$ cat src/rtl/col_conf_loader_pkg.sv
// Shared widths, frame geometry and encodings for the column configuration loader.
// Optional even-parity checking on config words is enabled with COL_CONF_PARITY_EN.
package col_conf_loader_pkg;

  localparam int PE_NUM    = 8;
  localparam int DATA_W    = 16;
  localparam int ALU_W     = 4;
  localparam int SEL_W     = 4;
  localparam int SE_W      = 2;
  localparam int CONF_W    = ALU_W + 2*SEL_W + SE_W;
  localparam int FRAME_LEN = 3*PE_NUM;
  localparam int PE_IDX_W  = (PE_NUM > 1) ? $clog2(PE_NUM) : 1;

  // Field offsets inside a packed conf word, LSB first.
  localparam int ALU_OFS   = 0;
  localparam int SEL_A_OFS = ALU_W;
  localparam int SEL_B_OFS = ALU_W + SEL_W;
  localparam int SE_OFS    = ALU_W + 2*SEL_W;

  typedef enum logic [1:0] {
    ST_IDLE  = 2'd0,
    ST_LOAD  = 2'd1,
    ST_ARMED = 2'd2
  } state_e;

  typedef enum logic [1:0] {
    WORD_CONF    = 2'd0,
    WORD_CONST_A = 2'd1,
    WORD_CONST_B = 2'd2
  } word_e;

endpackage

$ cat src/rtl/col_conf_slot.sv
// One PE's shadow and active configuration registers; shadow is written word by
// word, active is refreshed from shadow only on the commit strobe.
module col_conf_slot
  import col_conf_loader_pkg::*;
(
  input  logic              clk,
  input  logic              rst_n,
  input  logic              wr_conf,
  input  logic              wr_const_a,
  input  logic              wr_const_b,
  input  logic              commit,
  input  logic [DATA_W-1:0] wr_data,
  output logic [ALU_W-1:0]  alu,
  output logic [SEL_W-1:0]  sel_a,
  output logic [SEL_W-1:0]  sel_b,
  output logic [SE_W-1:0]   se,
  output logic [DATA_W-1:0] const_a,
  output logic [DATA_W-1:0] const_b
);

  logic [CONF_W-1:0] shadow_conf;
  logic [DATA_W-1:0] shadow_a;
  logic [DATA_W-1:0] shadow_b;

  always_ff @(posedge clk or negedge rst_n) begin
    if (!rst_n) begin
      shadow_conf <= '0;
      shadow_a    <= '0;
      shadow_b    <= '0;
    end else begin
      if (wr_conf)    shadow_conf <= wr_data[CONF_W-1:0];
      if (wr_const_a) shadow_a    <= wr_data;
      if (wr_const_b) shadow_b    <= wr_data;
    end
  end

  // Active side only moves on commit so the PE never sees a partial context.
  always_ff @(posedge clk or negedge rst_n) begin
    if (!rst_n) begin
      alu     <= '0;
      sel_a   <= '0;
      sel_b   <= '0;
      se      <= '0;
      const_a <= '0;
      const_b <= '0;
    end else if (commit) begin
      alu     <= shadow_conf[ALU_OFS +: ALU_W];
      sel_a   <= shadow_conf[SEL_A_OFS +: SEL_W];
      sel_b   <= shadow_conf[SEL_B_OFS +: SEL_W];
      se      <= shadow_conf[SE_OFS +: SE_W];
      const_a <= shadow_a;
      const_b <= shadow_b;
    end
  end

endmodule

$ cat src/rtl/col_conf_loader.sv
// Serial config loader for one PE column: fills per-PE shadow regs from a framed
// word stream and commits them atomically. Parity check enabled by COL_CONF_PARITY_EN.
module col_conf_loader
  import col_conf_loader_pkg::*;
(
  input  logic                     clk,
  input  logic                     rst_n,
  input  logic                     cfg_valid,
  output logic                     cfg_ready,
  input  logic                     cfg_sof,
  input  logic [DATA_W-1:0]        cfg_data,
`ifdef COL_CONF_PARITY_EN
  input  logic                     cfg_par,
`endif
  input  logic                     commit,
  input  logic                     abort,
  output logic [PE_NUM*ALU_W-1:0]  conf_alu,
  output logic [PE_NUM*SEL_W-1:0]  conf_sel_a,
  output logic [PE_NUM*SEL_W-1:0]  conf_sel_b,
  output logic [PE_NUM*SE_W-1:0]   conf_se,
  output logic [PE_NUM*DATA_W-1:0] const_a,
  output logic [PE_NUM*DATA_W-1:0] const_b,
  output logic                     armed,
  output logic                     done,
  output logic                     cfg_err
);

  state_e              state;
  logic [PE_IDX_W-1:0] pe_idx;
  word_e               word_sel;

  logic                accept;
  logic                par_ok;
  logic                last_word;
  logic                commit_fire;
  logic                wr_word;
  logic [PE_IDX_W-1:0] wr_pe;
  word_e               wr_type;

  assign accept      = cfg_valid && cfg_ready;
  assign last_word   = (pe_idx == PE_IDX_W'(PE_NUM-1)) && (word_sel == WORD_CONST_B);
  assign commit_fire = (state == ST_ARMED) && commit && !abort;

`ifdef COL_CONF_PARITY_EN
  assign par_ok = ~^{cfg_data, cfg_par};
`else
  assign par_ok = 1'b1;
`endif

  // Shadow write decode; pe_idx/word_sel always point at the next word expected.
  always_comb begin
    wr_word = 1'b0;
    wr_pe   = '0;
    wr_type = WORD_CONF;
    if (accept && par_ok) begin
      if (cfg_sof && (state == ST_IDLE || (state == ST_LOAD && !abort))) begin
        wr_word = 1'b1;
      end else if (state == ST_LOAD && !abort) begin
        wr_word = 1'b1;
        wr_pe   = pe_idx;
        wr_type = word_sel;
      end
    end
  end

  always_ff @(posedge clk or negedge rst_n) begin
    if (!rst_n) begin
      state     <= ST_IDLE;
      pe_idx    <= '0;
      word_sel  <= WORD_CONF;
      cfg_ready <= 1'b0;
      armed     <= 1'b0;
      done      <= 1'b0;
      cfg_err   <= 1'b0;
    end else begin
      done <= commit_fire;
      case (state)
        ST_IDLE: begin
          cfg_ready <= 1'b1;
          if (accept) begin
            if (!par_ok) begin
              cfg_err <= 1'b1;
            end else if (cfg_sof) begin
              cfg_err  <= 1'b0;
              pe_idx   <= '0;
              word_sel <= WORD_CONST_A;
              state    <= ST_LOAD;
            end else begin
              cfg_err <= 1'b1;
            end
          end
        end
        ST_LOAD: begin
          cfg_ready <= 1'b1;
          if (abort) begin
            state <= ST_IDLE;
          end else if (accept) begin
            if (!par_ok) begin
              cfg_err <= 1'b1;
              state   <= ST_IDLE;
            end else if (cfg_sof) begin
              cfg_err  <= 1'b1;
              pe_idx   <= '0;
              word_sel <= WORD_CONST_A;
            end else if (last_word) begin
              state     <= ST_ARMED;
              armed     <= 1'b1;
              cfg_ready <= 1'b0;
            end else begin
              case (word_sel)
                WORD_CONF:    word_sel <= WORD_CONST_A;
                WORD_CONST_A: word_sel <= WORD_CONST_B;
                default: begin
                  word_sel <= WORD_CONF;
                  pe_idx   <= pe_idx + PE_IDX_W'(1);
                end
              endcase
            end
          end
        end
        ST_ARMED: begin
          if (abort || commit) begin
            state     <= ST_IDLE;
            armed     <= 1'b0;
            cfg_ready <= 1'b1;
          end
        end
        default: begin
          state <= ST_IDLE;
        end
      endcase
    end
  end

  for (genvar i = 0; i < PE_NUM; i++) begin : g_slot
    col_conf_slot u_slot (
      .clk        (clk),
      .rst_n      (rst_n),
      .wr_conf    (wr_word && wr_pe == PE_IDX_W'(i) && wr_type == WORD_CONF),
      .wr_const_a (wr_word && wr_pe == PE_IDX_W'(i) && wr_type == WORD_CONST_A),
      .wr_const_b (wr_word && wr_pe == PE_IDX_W'(i) && wr_type == WORD_CONST_B),
      .commit     (commit_fire),
      .wr_data    (cfg_data),
      .alu        (conf_alu[i*ALU_W +: ALU_W]),
      .sel_a      (conf_sel_a[i*SEL_W +: SEL_W]),
      .sel_b      (conf_sel_b[i*SEL_W +: SEL_W]),
      .se         (conf_se[i*SE_W +: SE_W]),
      .const_a    (const_a[i*DATA_W +: DATA_W]),
      .const_b    (const_b[i*DATA_W +: DATA_W])
    );
  end

endmodule

$ cat config.mk
export PLATFORM = sky130hd
export DESIGN_NAME = col_conf_loader
export DESIGN_NICKNAME = d
export VERILOG_FILES = /design/src/rtl/col_conf_loader_pkg.sv /design/src/rtl/col_conf_slot.sv /design/src/rtl/col_conf_loader.sv
export SDC_FILE = /design/constraint.sdc
export NUM_CORES = 1
export LEC_CHECK = 0
export ABC_AREA = 1
export CAP_MARGIN = 15
export CORE_MARGIN = 2
export CORE_UTILIZATION = 45
export CTS_CLUSTER_DIAMETER = 150
export DETAILED_ROUTE_END_ITERATION = 16
export PLACE_DENSITY = 0.79
export SLEW_MARGIN = 10
export SYNTH_ARGS = -nofsm -noshare
export SYNTH_HDL_FRONTEND = slang
export SYNTH_SLANG_ARGS = --single-unit
$ cat constraint.sdc
create_clock -name clk -period 4.28 [get_ports clk]
set_input_delay 0.642 -clock clk [delete_from_list [all_inputs] [get_ports clk]]
set_output_delay 0.642 -clock clk [all_outputs]
set_load 0.02 [all_outputs]
==> summary.md <==
| Metric | Value |
|---|---|
| Status | completed |
| Worst Path Max Fanout | 33 |
| Number of port buffers | around 400 |
| Library cells used by synthesis | 26 |
| Worst-Skew Late Latency | 630 ps |
| CP bufs+invs | 3 |
| Initial Util | 45.48% |
| Leading area contributor after synthesis | dfrtp_1 |
| Post-DRT Antenna Nets | 0 |
| Worst Reg-to-Reg Cells | 8 |
| Routed len/inst | between 15 and 20 µm |
| DRT Wirelength | around 90 mm |
| Relative slew margins | 20.33% |
| Post-CTS setup buffer count | 0 |
| Root Buffer | clkbuf_16 |
| Crit. path cell count | 9 |
| Number of max-cap violations | 0 |
| Leakage Power | 0.01966 µW |
| Die area | 67100 µm² |
| Setup slack, reg-to-reg | 1490 ps |
| Initial DRC count | 2604 |
| H-tree levels | 3 |
| CTS max path bufs | 3 |
| Met1 usage | 35.46% |
| Clk sinks | 747 |
| Synthesized area per cell | 8.850 µm² |
| Crit-path leading delay family | simple AND/OR/NAND/NOR gates |
| PostCTS Resize Cnt | 0 |
| Ports | 394 |
| Largest net degree at the start of global routing | 164 |
| Worst r2r src | cfg_ready |
| Drt drc | 0 |
| First-pass detailed-route iteration total | 5 |
| Register area share after synthesis | 63.87% |
| Max-slew violation count | 0 |
| CP Cell Sequence | clkdlybuf4s50_1, nand2_1, inv_1, nand4_2, nor2_4, buf_4, nand3_1, nand2_1, nand2_1 |
| Synth Net Count | 3331 |
| Die boundary width | between 200 and 300 µm |
| Worst path slowest cell | nand3_1 |
| Power Density | 441.3 nW/µm² |
| Antenna Cells | 0 |
| M3 GR Usage | 5.458% |
| Area Overhead vs Synth | 24.62% |
| Tot Pwr | 16090 µW |
| FMAX | 344.6 MHz |
| M2 GR Usage | 42.74% |
| Vias in the first global route | 23740 |
| GR Overflow Total | 0 |
| WS Path Type | input port to flip-flop |
| Worst-Margin Slew | 1195 ps |
| Final nets | roughly 3600 |
| Antenna violations before repair | 3 |
| CP max stage delay | about 560 ps |
| Final HPWL DP | ~53 mm |
| Layout cells sized above 1 | 5.979% |
| Die Y | roughly 260 µm |
| Tot GR Track Use | 26.86% |
| CP Data Required Time | approximately 4800 ps |
| Top-area cell type share of the netlist area | 63.87% |
| DR vias/cell | 5.364 |
| Global placer's final weighted congestion | 0.8327 |
| Cts bufs inserted | 77 |
| Most frequent CP cell | nand2_1 |
| Placed cell areas | 33900 µm² |
| Cells after synthesis | 3307 |
| Synthesized flop and latch total | 747 |
| Global-route wire length before repair | approximately 140 mm |
| Final setup fails | 0 |
| Core Region | 64350 µm² |
| Top post-synthesis cells by area | dfrtp_1 64%, nand2_1 24%, nand4_1 4.0% |
| Cell Rows | 93 |
| RSZ-0062 raised after global routing | false |
| Layer with the highest usage | met2 |
| Final setup TNS | 0 ps |
| CTS tree | built |
| Worst EP arrival | 3390 ps |
| Final WS setup | 1378 ps |
| Setup crit end kind | flip-flop |
| Final Cell Area | 36470 µm² |
| Via count | 24240 |
| Clk pin slew, worst setup/hold paths | 60 ps |
| Clk_skew | roughly 24 ps |
| Final Hold Fails | 0 |
| Cts hold-fix bufs | 0 |
| Final period util | 67.80% |
| Worst setup SP type | input port |
| Tmin final | 2902 ps |
| Netlist Area Pre-Place | around 29000 µm² |
| Ys Warns | 0 |
| DP Worst Slack | 796.4 ps |
| Hold Path Class | input port to async pin |
| VDD IR max | 0.3059 mV |
| Worst R2R End | g_slot[1].u_slot.shadow_a[4] |
[metrics by stage]
stage	hold slack [ps]	instances	util, %
after floorplan	346.4	3307	-
after global placement	452.2	4382	52.67
after detailed placement	457.2	4382	52.67
after CTS	150.0	4518	56.68
after global routing	173.0	4518	56.68
final	89.67	4518	56.68
[worst max-delay path by stage]
stage	start	end	slack [ps]
finish	cfg_valid	g_slot[1].u_slot.shadow_a[4]	1380
global route	abort	g_slot[1].u_slot.shadow_b[0]	1180
CTS	cfg_valid	g_slot[1].u_slot.shadow_a[7]	1420
global placement	cfg_valid	g_slot[7].u_slot.shadow_a[12]	920
detailed placement	abort	g_slot[4].u_slot.shadow_b[6]	800
floorplan	cfg_valid	g_slot[3].u_slot.shadow_b[10]	2240
[sequential cells by signal (all words and copies together), names as in the netlist, 2 cells and up]
signal	count
g_slot.u_slot.alu	32
g_slot.u_slot.const_a	128
g_slot.u_slot.const_b	128
g_slot.u_slot.se	16
g_slot.u_slot.sel_a	32
g_slot.u_slot.sel_b	32
g_slot.u_slot.shadow_a	128
g_slot.u_slot.shadow_b	128
g_slot.u_slot.shadow_conf	112
pe_idx	3
state	2
word_sel	2
[layout by cell type (no fill, tap or decap), types with 11 or more instances in the layout]
cell             Yosys  final
dfrtp_1            747    747
clkinv_2             0     12
clkbuf_8             0     15
buf_12               0     11
buf_2               89     16
clkbuf_16            0     78
clkdlybuf4s50_1      0    376
buf_4                0     53
nand2_1           1860   1859
nand3_1            214    214
clkbuf_1           133     16
nand4_1            189    189
o21ai_0             11     11
inv_1               13     13
[worst register-to-register path: stages, from the launching register on]
cell	delay [ps]
dfrtp_1	370
nand2_1	200
inv_1	270
nand4_2	320
nor2_4	270
buf_4	360
nand3_1	560
nand2_1	240
nand2_1	80
[cells by family (layout without fill, tap and decap cells)]
group,Yosys count,after routing,share of synthesized area (%)
mux,1,1,0.03847
fa+ha+maj,2,2,0.08549
simple gates,2286,2286,32.02
compound gates,18,18,0.3676
flops,747,747,63.87
buf+inv,253,609,3.625
[cell type report]
| class | instances | area (µm²) |
|---|---|---|
| Fill cell | 5410 | 27880 |
| Sequential cell | 747 | 18690 |
| Multi-Input combinational cell | 2307 | 9588 |
| Timing Repair Buffer | 457 | 4477 |
| Clock buffer | 109 | 2218 |
| Tap cell | 855 | 1070 |
| Clock inverter | 27 | 359.1 |
| Inverter | 16 | 67.56 |
[routing by layer]
metal | vias up | wire length [µm]
li1 | 11070 | -
met1 | 11840 | 35740
met2 | 1097 | 42790
met3 | 230 | 7423
met4 | 4 | 4193
met5 | - | 25
[cells in the mapped netlist]
cell type / count
nand2_1: 1860
dfrtp_1: 747
nand3_1: 214
nand4_1: 189
clkbuf_1: 133
buf_2: 89
buf_1: 15
inv_1: 13
nor2_1: 12
o21ai_0: 11
nor2_2: 4
nor3_2: 3
ha_1: 2
inv_2: 2
o211ai_1: 2
a21boi_0: 1
a21oi_1: 1
a22oi_1: 1
clkinv_1: 1
mux2_2: 1
nand4_2: 1
nor2_4: 1
nor3_1: 1
o21bai_1: 1
o32a_1: 1
or2_2: 1
[report_power, final]
part / switching [µW] / internal [µW] / total (µW)
Combinational: 1050 / 475 / 1530
Clock: 2820 / 4040 / 6860
Sequential: 272 / 7440 / 7710
Total: 4140 / 12000 / 16100
Power figures use the tool's default switching activity.
